<file path="src/rtl/imem_fetch_unit.sv">
// Clocked instruction store: valid/ready fetch port with a 1-cycle registered read,
// word-write loader gated by a BOOT/RUN mode FSM, flush, fault reporting and a handoff counter.
module imem_fetch_unit #(
  parameter int          DEPTH_BYTES = 256,
  parameter int          ADDR_W      = 64,
  parameter int          BOOT_LOAD   = 1,
  parameter logic [31:0] NOP_WORD    = 32'h00000013,
  localparam int         LD_AW       = $clog2(DEPTH_BYTES / 4)
) (
  input  logic              clk,
  input  logic              reset,
  input  logic              req_valid,
  output logic              req_ready,
  input  logic [ADDR_W-1:0] req_addr,
  output logic              resp_valid,
  input  logic              resp_ready,
  output logic [31:0]       resp_inst,
  output logic [ADDR_W-1:0] resp_addr,
  output logic [1:0]        resp_fault,
  input  logic              flush,
  input  logic              ld_en,
  input  logic [LD_AW-1:0]  ld_word_addr,
  input  logic [31:0]       ld_data,
  input  logic              ld_done,
  output logic              booting,
  output logic [31:0]       fetch_count
);

  localparam int                WORDS     = DEPTH_BYTES / 4;
  localparam logic [ADDR_W-1:0] LAST_ADDR = ADDR_W'(DEPTH_BYTES - 4);

  typedef enum logic {ST_BOOT, ST_RUN} state_t;

  state_t            state;
  logic [31:0]       mem [WORDS];
  logic              vld_p1;
  logic [31:0]       inst_p1;
  logic [ADDR_W-1:0] addr_p1;
  logic [1:0]        fault_p1;
  logic              accept;
  logic [1:0]        fault_p0;

  // Misalignment takes priority; the range test uses the full address width so
  // high address bits can never alias back into the store.
  function automatic logic [1:0] fetch_fault(input logic [ADDR_W-1:0] a);
    if (a[1:0] != 2'b00) return 2'b01;
    if (a > LAST_ADDR)   return 2'b10;
    return 2'b00;
  endfunction

  assign req_ready = (state == ST_RUN) & ~ld_en & (~vld_p1 | resp_ready | flush);
  assign accept    = req_valid & req_ready;
  assign fault_p0  = fetch_fault(req_addr);

  // Loader writes are never reset so memory survives a reset pulse
  always_ff @(posedge clk) begin
    if (ld_en) mem[ld_word_addr] <= ld_data;
  end

  always_ff @(posedge clk) begin
    if (!reset) begin
      state   <= (BOOT_LOAD != 0) ? ST_BOOT : ST_RUN;
      booting <= (BOOT_LOAD != 0);
    end else if (state == ST_BOOT && ld_done) begin
      state   <= ST_RUN;
      booting <= 1'b0;
    end
  end

  // ---- p0 -> p1: registered read / response hold ----
  always_ff @(posedge clk) begin
    if (!reset) begin
      vld_p1      <= 1'b0;
      inst_p1     <= '0;
      addr_p1     <= '0;
      fault_p1    <= 2'b00;
      fetch_count <= '0;
    end else begin
      if (vld_p1 && resp_ready && !flush) fetch_count <= fetch_count + 32'd1;
      if (accept) begin
        vld_p1   <= 1'b1;
        addr_p1  <= req_addr;
        fault_p1 <= fault_p0;
        inst_p1  <= (fault_p0 == 2'b00) ? mem[req_addr[LD_AW+1:2]] : NOP_WORD;
      end else if (resp_ready || flush) begin
        vld_p1 <= 1'b0;
      end
    end
  end

  assign resp_valid = vld_p1;
  assign resp_inst  = inst_p1;
  assign resp_addr  = addr_p1;
  assign resp_fault = fault_p1;

endmodule

</file>
<file path="config.mk">
export PLATFORM = sky130hd
export DESIGN_NAME = imem_fetch_unit
export DESIGN_NICKNAME = d
export VERILOG_FILES = /design/src/rtl/imem_fetch_unit.sv
export SDC_FILE = /design/constraint.sdc
export NUM_CORES = 2
export LEC_CHECK = 0
export ABC_AREA = 1
export BUFFER_PORTS_ARGS = -buffer_cell sky130_fd_sc_hd__buf_2
export CORE_UTILIZATION = 36
export CTS_CLUSTER_SIZE = 25
export DETAILED_ROUTE_END_ITERATION = 6
export PLACE_DENSITY = 0.57
export SYNTH_ARGS = -nofsm -noshare
export SYNTH_HDL_FRONTEND = slang
export SYNTH_SLANG_ARGS = --single-unit
export TNS_END_PERCENT = 50
</file>
<file path="constraint.sdc">
create_clock -name clk -period 10 [get_ports clk]
set_clock_uncertainty 0.1 [all_clocks]
set_input_delay 1.5 -clock clk [delete_from_list [all_inputs] [get_ports clk]]
set_output_delay 1.5 -clock clk [all_outputs]
set_load 0.01 [all_outputs]
</file>
==> metrics.csv <==
metric,value,unit
status,finished clean,
p_per_area,194,nW/um2
drv_cap,0,
crit_buf_inv,3,
dpl.cell_count,10500,
cts_inserted_buffers,221,
wire_per_inst,24.6,um
numClockSinks,2181,
coreArea,241000,um2
ys_warn_count,0,
drt-total-wl,268000,um
fin_util,41.1,%
cts_max_level,4,
drt_iter0_drc,6966,
io_buffers,241,
route.detailed.drc,0,
fin_cells,10900,
grt_max_degree,198,
grt_pass1_wl,389000,um
antenna_found_initial,17,
via_per_inst,5.38,
clk_latency,0.87,ns
start_kind,input pin,
hold_class,flop to flop,
hold_ws,0.362,ns
postCtsSetupRepairBufs,0,
syn_nets,7501,
synth_cell_types,35,
ctsHoldBuffers,0,
worst_pin_slew,1.20,ns
slew_headroom,19.8,%
irDropWorstVdd,0.162,mV
required,10.69,ns
final_nets,7633,
cts_resized,0,
dpl_cell_area,91900,um2
slowest_stage,buf_4,
grt_pass1_vias,56200,
initial_core_util,36.2,%
postSynthCellCount,7391,
synth_compound_area_share,1.31,%
critical_path.top_delay_family,buffers and inverters,
fin_tns_setup,0,ns
crit_fanout,168,
cp-end-kind,flop,
yosys.area_share.simple,21.9,%
synth_mux_area_share,0,%
clock_path_buffers,3,
layout-area-overhead-vs-synth,13.6,%
clkTransAtPathRegs,0.06,ns
p_leak,0.0344,uW
fin_crit_sh,45.6,%
num_vias,58800,
crit_chain,buf_8 > buf_12 > buf_4 > nand2_1 > nand3_1 > nand3_1 > nand3_1 > nand3_1 > nand3_1 > nand3_1 > a21oi_1,
dieHeight,494,um
die-width,494,um
finalHoldViolations,0,
synth_area,87100,um2
syn_area_per_cell,11.8,um2
synth_fa_ha_area_share,0.0144,%
slowest_delay,0.86,ns
overflow,0,
dp_hpwl,138000,um
gp_congestion,0.811,
grt_usage,21.6,%
ys_seq_elements,2181,
cts_tree,built,
cp.arrival,5.25,ns
slew_viol_final,0,
dieArea,244000,um2
pin_count,242,
firstDrtPassIters,6,
fmax,0.219,GHz
synth_top_family_by_area,simple AND/OR/NAND/NOR gates,
fin_area,98900,um2
timing.critical_path.mode_cell,nand3_1,
period_needed,4.56,ns
drive_above_1_share,10.2,%
crit_type,input pin to flop,
rsz0062_at_grt,no,
detail-route-antenna-nets,0,
rows,180,
synth_xor_area_share,0.121,%
seq_area_frac_synth,73.7,%
cts-root-buf,clkbuf_16,
final-setup-viol-count,0,
[where the power goes]
group	leakage, uW	total, uW	switching [uW]	internal [uW]
Combinational	0.0115	1130	867	262
Sequential	0.0195	10100	17.8	10000
Clock	0.00342	8020	3520	4500
[registers in the layout, summed over array words and instances, names as in the netlist]
register     count
booting          1
fetch_count     32
mem           2048
resp_addr       64
resp_fault       2
resp_inst       32
resp_valid       1
state            1
[layout make-up]
class | instances | area (um2)
antenna | 9 | 22.5
inverter | 89 | 365
timing repair buffer | 393 | 2550
tap | 3185 | 3990
sequential | 2181 | 64200
multi-input combinational | 4637 | 20800
fill | 22500 | 142000
clock buffer | 315 | 6070
clock inverter | 106 | 933
[Yosys cell counts]
master    number  area share (%)
a31oi_1        1          0.0072
nor2_1       268             1.2
nor3_2         1           0.011
o21a_1         1          0.0086
nand3_2        1           0.011
buf_2        227             1.3
ha_1           1           0.014
dfxtp_1      133             3.1
clkbuf_1     161            0.69
inv_2          4           0.017
nor3_1        12           0.069
nor4_1         8           0.057
inv_1         83            0.36
o21ai_1        3           0.017
edfxtp_1    2048              71
o21bai_1       1          0.0086
or2_1          2           0.014
and2_1         2           0.014
xnor2_1        2           0.020
buf_1         62            0.27
xor2_1        10            0.10
clkinv_1       2          0.0086
nand2_1     2147             9.3
a21oi_1      107            0.61
nand3_1     1927              11
o21ai_0       90            0.52
nand2_2        1          0.0072
nand3b_1       1          0.0086
nor3b_1        2           0.017
buf_4         30            0.26
nand4_1       26            0.19
o211ai_1      16            0.14
or2_2          7           0.050
buf_6          3           0.039
buf_8          1           0.017
[layout by cell type (no fill, tap or decap), types with 12 or more instances in the layout]
master     synthesis  final
clkinv_2           0     42
nand4_1           26     26
buf_12             0     13
dfxtp_1          133    133
nor2_4             0     57
clkinv_1           2     37
o211ai_1          16     16
nand3_1         1927   1927
nor3_1            12     12
edfxtp_1        2048   2048
nor2_1           268    211
nand2_1         2147   2147
clkbuf_8           0     17
clkbuf_1         161     76
clkbuf_16          0    222
buf_2            227    236
inv_1             83     80
buf_4             30    140
a21oi_1          107    107
o21ai_0           90     90
[kinds of logic after synthesis]
group / count (synthesis)
AOI/OAI and AO/OA: 219
buffers and inverters: 573
xor gates and xnor gates: 12
DFF: 2181
adders and majority gates: 1
and+or+nand+nor: 4405
[worst register-to-register path: cells and delay by family, from the launching register on]
kind                   cells  cell delay (ns)
AO/OA/AOI/OAI              1             0.09
flip-flops                 1             0.37
AND/OR/NAND/NOR            4             0.96
buffers and inverters      6             1.76
[metal layers]
| layer | up-vias | GRT usage, % | wire length, um |
|---|---|---|---|
| met2 | 2504 | 35.1 | 128000 |
| met4 | 4 | 6.56 | 7790 |
| met1 | 29300 | 29.6 | 112000 |
| met3 | 434 | 3.35 | 21100 |
| li1 | 26500 | - | - |
| met5 | - | 0 | 27 |
[through the flow]
stage / setup WS (ns) / total power, uW
finish: 5.44 / 19200
detailed placement: 4.66 / 11400
global placement: 4.66 / 11400
global route: 5.29 / 19800
floorplan: 4.31 / 10900
CTS: 5.58 / 19300
[worst paths after layout]
path,startpoint,endpoint,slack [ns],depth (start not counted)
max,req_addr[2],resp_inst[23],5.44,11
min,resp_addr[30],resp_addr[30],0.36,2
max reg2reg,resp_valid,resp_addr[45],6.57,11
min reg2reg,resp_addr[30],resp_addr[30],0.36,2
No activity file was read; power rests on OpenSTA's default activity.
